$ cat src/rtl/avalon_st_pkg.sv
// Shared Avalon-ST definitions: arbitration FSM state encoding.
package avalon_st_pkg;

  typedef enum logic {
    IDLE = 1'b0,
    BUSY = 1'b1
  } arb_state_t;

endpackage

$ cat src/rtl/rr_pick.sv
// Combinational round-robin picker: first eligible requester after 'last', wrapping.
module rr_pick #(
  parameter int unsigned NUM_INPUTS = 4,
  parameter int unsigned GW         = $clog2(NUM_INPUTS)
) (
  input  logic [NUM_INPUTS-1:0] req,
  input  logic [GW-1:0]         last,
  input  logic [NUM_INPUTS-1:0] mask,
  output logic                  any,
  output logic [GW-1:0]         idx
);

  logic [NUM_INPUTS-1:0] elig;
  int unsigned           pos;
  logic [GW-1:0]         sel;

  assign elig = req & ~mask;

  // Offsets 1..NUM_INPUTS visit last+1 first and 'last' itself at the end.
  always_comb begin
    any = 1'b0;
    idx = '0;
    pos = 0;
    sel = '0;
    for (int unsigned k = 1; k <= NUM_INPUTS; k++) begin
      pos = (32'(last) + k) % NUM_INPUTS;
      sel = GW'(pos);
      if (!any && elig[sel]) begin
        any = 1'b1;
        idx = sel;
      end
    end
  end

endmodule

$ cat src/rtl/avalon_st_pkt_arbiter.sv
// Packet-granular round-robin arbiter sharing one Avalon-ST output among
// NUM_INPUTS requesters, with zero-bubble handover at eop.
module avalon_st_pkt_arbiter
  import avalon_st_pkg::*;
#(
  parameter int unsigned DATA_WIDTH = 32,
  parameter int unsigned NUM_INPUTS = 4
) (
  input  logic                                    clk,
  input  logic                                    rst,
  input  logic [NUM_INPUTS-1:0]                   in_vld,
  output logic [NUM_INPUTS-1:0]                   in_rdy,
  input  logic [NUM_INPUTS-1:0]                   in_sop,
  input  logic [NUM_INPUTS-1:0]                   in_eop,
  input  logic [NUM_INPUTS*DATA_WIDTH-1:0]        in_data,
  input  logic [NUM_INPUTS*$clog2(DATA_WIDTH)-1:0] in_empty,
  output logic                                    out_vld,
  output logic                                    out_sop,
  output logic                                    out_eop,
  input  logic                                    out_rdy,
  output logic [DATA_WIDTH-1:0]                   out_data,
  output logic [$clog2(DATA_WIDTH)-1:0]           out_empty,
  output logic [$clog2(NUM_INPUTS)-1:0]           grant,
  output logic                                    busy,
  output logic                                    err_sop
);

  localparam int unsigned EW = $clog2(DATA_WIDTH);
  localparam int unsigned GW = $clog2(NUM_INPUTS);

  arb_state_t            state;
  logic [GW-1:0]         last_q;
  logic                  first_beat;
  logic                  xfer;
  logic                  pick_any;
  logic [GW-1:0]         pick_idx;
  logic [NUM_INPUTS-1:0] pick_mask;

  assign busy = (state == BUSY);

  // While busy the picker only runs for the eop handover, where the owner is excluded.
  assign pick_mask = busy ? (NUM_INPUTS'(1) << grant) : '0;

  rr_pick #(
    .NUM_INPUTS (NUM_INPUTS),
    .GW         (GW)
  ) u_pick (
    .req  (in_vld),
    .last (last_q),
    .mask (pick_mask),
    .any  (pick_any),
    .idx  (pick_idx)
  );

  always_comb begin
    out_vld   = busy & in_vld[grant];
    out_sop   = in_sop[grant];
    out_eop   = in_eop[grant];
    out_data  = in_data[grant*DATA_WIDTH +: DATA_WIDTH];
    out_empty = in_empty[grant*EW +: EW];
    in_rdy    = '0;
    if (busy) begin
      in_rdy[grant] = out_rdy;
    end
  end

  assign xfer    = out_vld & out_rdy;
  assign err_sop = xfer & first_beat & ~out_sop;

  always_ff @(posedge clk) begin
    if (rst) begin
      state      <= IDLE;
      grant      <= '0;
      last_q     <= GW'(NUM_INPUTS - 1);
      first_beat <= 1'b0;
    end else begin
      case (state)
        IDLE: begin
          if (pick_any) begin
            state      <= BUSY;
            grant      <= pick_idx;
            last_q     <= pick_idx;
            first_beat <= 1'b1;
          end
        end
        BUSY: begin
          if (xfer) begin
            first_beat <= 1'b0;
            if (out_eop) begin
              if (pick_any) begin
                grant      <= pick_idx;
                last_q     <= pick_idx;
                first_beat <= 1'b1;
              end else begin
                state <= IDLE;
              end
            end
          end
        end
        default: state <= IDLE;
      endcase
    end
  end

endmodule

$ cat config.mk
export PLATFORM = sky130hd
export DESIGN_NAME = avalon_st_pkt_arbiter
export DESIGN_NICKNAME = d
export VERILOG_FILES = /design/src/rtl/avalon_st_pkg.sv /design/src/rtl/rr_pick.sv /design/src/rtl/avalon_st_pkt_arbiter.sv
export SDC_FILE = /design/constraint.sdc
export NUM_CORES = 1
export LEC_CHECK = 0
export ABC_CLOCK_PERIOD_IN_PS = 5200
export CAP_MARGIN = 15
export CORE_AREA = 2 2 82 84
export DETAILED_ROUTE_END_ITERATION = 8
export DIE_AREA = 0 0 84 86
export PLACE_DENSITY_LB_ADDON = 0.05
export SLEW_MARGIN = 20
export SYNTH_ARGS = -nofsm -noshare
export SYNTH_HDL_FRONTEND = slang
export SYNTH_SLANG_ARGS = --single-unit
$ cat constraint.sdc
create_clock -name clk -period 5.2 [get_ports clk]
set_clock_uncertainty 0.15 [all_clocks]
set_input_delay 0.78 -clock clk [delete_from_list [all_inputs] [get_ports clk]]
set_output_delay 0.78 -clock clk [all_outputs]
set_load 0.01 [all_outputs]
After elaboration in Yosys (flattened, before gate mapping)
Cells that the tools add are included.
{"block": "op_classes", "n_addsub": 4, "n_reduce_logical": 9, "n_mul": 1, "n_shift": 3, "n_eq_ne": 3, "muxes": 42, "n_lt_le_gt_ge": 6, "n_bitwise": 9}
{"cell": "$shiftx A128 B8 Y32", "count": 1}
{"cell": "$mux W2", "count": 10}
{"cell": "$shiftx A20 B6 Y5", "count": 1}
{"cell": "$mux W1", "count": 18}
{"cell": "$lt A2 B3 Y1 const B", "count": 5}
{"cell": "$bmux W1 S2", "count": 7}
{"cell": "$and A4 B4 Y4", "count": 2}
{"cell": "$mux W4", "count": 2}
{"cell": "$pmux W2 S2", "count": 2}
{"cell": "$mul A2 B3 Y5 const B", "count": 1}
{"cell": "$add A2 B1 Y2 const B", "count": 2}
{"cell": "$add A2 B2 Y2 const B", "count": 2}
{"cell": "$and A1 B1 Y1", "count": 4}
{"cell": "$logic_and A1 B1 Y1", "count": 4}
{"cell": "$ne A2 B2 Y1 const B", "count": 2}
{"cell": "$not A4 Y4", "count": 1}
{"cell": "$pmux W1 S2", "count": 2}
{"cell": "$reduce_and A2 Y1", "count": 2}
{"cell": "$shl A1 B2 Y4 const A", "count": 1}
{"cell": "$logic_not A1 Y1", "count": 3}
{"cell": "$demux W1 S2", "count": 1}
{"cell": "$ge A2 B1 Y1 const B", "count": 1}
{"cell": "$ne A2 B1 Y1 const B", "count": 1}
{"cell": "$not A1 Y1", "count": 2}
{"block": "totals", "input_bits": 163, "output_inout_bits": 48, "wordCells": 81, "regBits": 6}

Depth between registers and ports, before layout
{"block": "depth", "ltp_word": 20, "mapped_depth": 6, "ltp_nobuf": 5}

Cells and area by module
From an unflattened synthesis, not the netlist that was laid out.
{"block": "unflattened", "cells_unflattened": 107, "hier_area_um2": 1407.6}
{"mod": "avalon_st_pkt_arbiter", "cells_each": 90, "n_inst": 1, "seq_area_each_um2": 120.1, "area_per_inst_um2": 1281.2}
{"mod": "rr_pick", "cells_each": 17, "n_inst": 1, "seq_area_each_um2": 0.0, "area_per_inst_um2": 126.4}

Worst setup path after synthesis
Ideal clock, no wire load.
{"block": "synth_timing", "kind": "input to output", "start": "in in_sop[3]", "end": "out err_sop", "slack_ns": 2.626, "n_path_buf": 0, "stages": 2, "t_required_ns": 4.270, "arrival_time_ns": 1.644, "cell_sequence": "mux4_2 -> nor3b_1"}
{"block": "synth_via", "elab_chain_cells": 4}
{"item": "start: declaration", "line_no": "avalon_st_pkt_arbiter.sv:13", "source": "input logic [NUM_INPUTS-1:0] in_sop,"}
{"item": "$bmux W1 S2", "line_no": "avalon_st_pkt_arbiter.sv:57", "source": "out_sop = in_sop[grant];"}
{"item": "$mux W1 (implied by the code)", "line_no": "avalon_st_pkt_arbiter.sv:57"}
{"item": "$not A1 Y1", "line_no": "avalon_st_pkt_arbiter.sv:68", "source": "assign err_sop = xfer & first_beat & ~out_sop;"}
{"item": "$and A1 B1 Y1", "line_no": "avalon_st_pkt_arbiter.sv:68"}
{"item": "end: declaration", "line_no": "avalon_st_pkt_arbiter.sv:25", "source": "output logic err_sop"}
Every way passes these cells. The select of a mux whose other input is x is not followed.

Final worst setup path
{"block": "layout_timing", "start": "in in_vld[2]", "end": "out err_sop"}
{"block": "layout_via", "elab_chain_cells": 6}
{"item": "start: declaration", "line_no": "avalon_st_pkt_arbiter.sv:11", "source": "input logic [NUM_INPUTS-1:0] in_vld,"}
{"item": "$bmux W1 S2", "line_no": "avalon_st_pkt_arbiter.sv:56", "source": "out_vld = busy & in_vld[grant];"}
{"item": "$mux W1 (implied by the code)", "line_no": "avalon_st_pkt_arbiter.sv:56"}
{"item": "$and A1 B1 Y1", "line_no": "avalon_st_pkt_arbiter.sv:56"}
{"item": "$and A1 B1 Y1", "line_no": "avalon_st_pkt_arbiter.sv:67", "source": "assign xfer = out_vld & out_rdy;"}
{"item": "$and A1 B1 Y1 (2 in series)", "line_no": "avalon_st_pkt_arbiter.sv:68"}
Every way passes these cells. The select of a mux whose other input is x is not followed.

==> out/summary.txt <==
Largest family of logic cells by synthesized area: multiplexers
Post-CTS Setup Inserts: 0
Drt pass-1 iters: 4
Clock sinks: 6
Post-synth EDFFs: 0
Mapped Area: 1430 um^2
Synth Register Bits: 6
Crit. End Element: primary output
Synth Flop Type: dfxtp_1
DRC Markers: 0
Fraction of registers with async set/reset: 0%
GPL Wtd Cong: 0.778
Data arrival, critical path: 2.55 ns
GRT Util Overall: 21.6%
DR iter-0 viols: 89
Synth Area in Compound Gates: 13.7%
Worst-Margin Slew: 0.701 ns
H-tree Lvls: 1
Register area share after synthesis: 8.43%
WHS: 0.308 ns
Longest Clk Path Bufs: 2
P_leak: 1.26 nW
Worst slew margin: 53.3%
Post-DP HPWL: 6910 um
Mux cell area share after synthesis: 64.7%
Vias per cell: 4.92
Final worst path period need: 3.48 ns
DRT antenna net count: 0
Avg WL per Cell: 20.9 um
Root buf cell: clkbuf_8
CTS clock-pin slew for the worst setup and hold paths: 0.04 ns
Power Total: 0.000644 W
Vias in the first global route: 2008
Xor/xnor share of the synthesized area: 0%
Initial antenna violation count: 0
Die Width: 84 um
Pwr/cell area: 177 nW/um^2
Outcome: completed
Min-delay src: first_beat
Largest net degree at the start of global routing: 29
Classification of the worst setup path: primary input to primary output
Post-Synth Adder-Cell Area: 0%
Diodes inserted: 0
Peak VDD IR: 0.000253 V
Worst path required time: 4.27 ns
Post-CTS Hold Buffers: 0
CP max-delay cell: clkdlybuf4s50_1
Max cap viols: 0
Final Hold Viols: 0
Final setup fails: 0
R2r setup slk: 2.66 ns
Number of instances in the placed design: 384
Post-CTS sizing: 0
Slew Limit Fails: 0
Core ar.: 6280 um^2
Full die area: 7220 um^2
Drt total wl: 8070 um
Synthesized net count: 268
Crit path max fanout: 6
Top Family by Delay on Critical Path: buffers and inverters
Die height: 86 um
Hold WC Path Type: flip-flop to flip-flop
Via count: 1905
NumNets Final: 475
CTS tree: yes
Ports: 211
Cell variety after synth: 35
First-pass GRT wire length: 12000 um
Overflow after GRT: 0
Starting Density: 22.7%
Maximum operating frequency: 287 MHz
Most frequent CP cell: clkdlybuf4s50_1
Reg2reg start: grant[1]
Reg2Reg Depth: 6
Synth-to-layout area growth: 155%
Synth Area in Simple Gates: 8.34%
Final design utilization: 57.9%
Crit share post-route: 67.0%
Hold depth: 2
Final std cells w/o fill: 387
Critical-path cell list: clkdlybuf4s50_1, mux4_2, nand3_1, nor3b_1, clkdlybuf4s50_1
Startpoint types: primary input
Clk_lat worst skew: 0.23 ns
Yosys warns: 0
Buffers on Ports: 210
Row count: 29
RSZ-0062 raised after global routing: false
Share of cells above drive strength 1: 17.7%
Syn avg cell area: 13.6 um^2
Largest stage delay, worst path: 0.56 ns
Worst hold endpoint: first_beat
Post-Synthesis Cells: 105
Setup TNS: 0 ns
CTS Buf Count: 3
Crit Reg-Reg Endpoint: last_q[0]
WP buf/inv: 2
-- cells in the mapped netlist (all sizes together), types with 2 or more instances --
master	number	area, um^2
mux4	40	901
buf	6	35.0
dfxtp	6	120
clkbuf	5	18.8
nor2	5	18.8
a21oi	4	20.0
inv	4	15.0
a211oi	3	32.5
nand2	3	11.3
nor2b	3	18.8
nor3	3	15.0
nand3	2	10.0
o21bai	2	26.3
-- where the power goes --
| group | leakage, nW | switching [W] | internal (W) |
|---|---|---|---|
| combinational | 1.19 | 0.000162 | 0.000336 |
| sequential | 0.0506 | 0.0000232 | 0.0000531 |
| clock | 0.0216 | 0.0000206 | 0.0000498 |
-- metrics by stage --
step	area (um^2)	worst slack [ns]
4_1_cts	3640	1.69
2_1_floorplan	1430	2.63
5_1_grt	3640	1.62
3_5_place_dp	3590	1.69
3_3_place_gp	3590	1.71
6_report	3640	1.72
-- per-layer routing --
metal	vias up	global-route usage, %	routed length [um]
li1	882	-	-
met1	932	27.5	3250
met2	81	37.7	4200
met3	10	4.52	467
met4	0	5.13	150
met5	-	0	0
-- flip-flops by register name (all words and copies together), names as in the netlist --
signal      count
busy            1
first_beat      1
grant           2
last_q          2
-- cells in the final DEF (no fill, tap or decap), types with 4 or more instances in the layout --
cell / count
mux4_2: 40
inv_1: 4
dfxtp_1: 4
nor2_1: 5
clkdlybuf4s50_1: 210
a21oi_1: 4
-- kinds of logic after synthesis --
| family | Yosys count |
|---|---|
| AOI/OAI and AO/OA | 20 |
| buffers and inverters | 15 |
| DFF | 6 |
| muxes | 42 |
| and+or+nand+nor | 22 |
-- layout make-up --
| type | instances | area (um^2) |
|---|---|---|
| multi-input combinational | 84 | 1240 |
| inverter | 4 | 15.0 |
| sequential | 6 | 123 |
| timing repair buffer | 213 | 2120 |
| fill | 543 | 2640 |
| clock buffer | 3 | 41.3 |
| tap | 77 | 96.3 |
-- how the worst max path moves through the flow --
stage / from / end / slack, ns / cells past startpoint
6_report: in_vld[2] / err_sop / 1.72 / 5
5_1_grt: in_vld[0] / err_sop / 1.62 / 5
4_1_cts: in_vld[0] / err_sop / 1.69 / 5
3_5_place_dp: in_vld[0] / err_sop / 1.69 / 5
3_3_place_gp: in_vld[0] / err_sop / 1.71 / 5
2_1_floorplan: in_sop[3] / err_sop / 2.63 / 2
-- worst register-to-register path, stage by stage (launching register included) --
cell,delay [ns]
dfxtp_2,0.77
buf_4,0.44
and3_1,0.24
a211oi_1,0.07
a221o_1,0.38
a211oi_2,0.25
o21bai_1,0.10
Power figures use the tool's default switching activity.
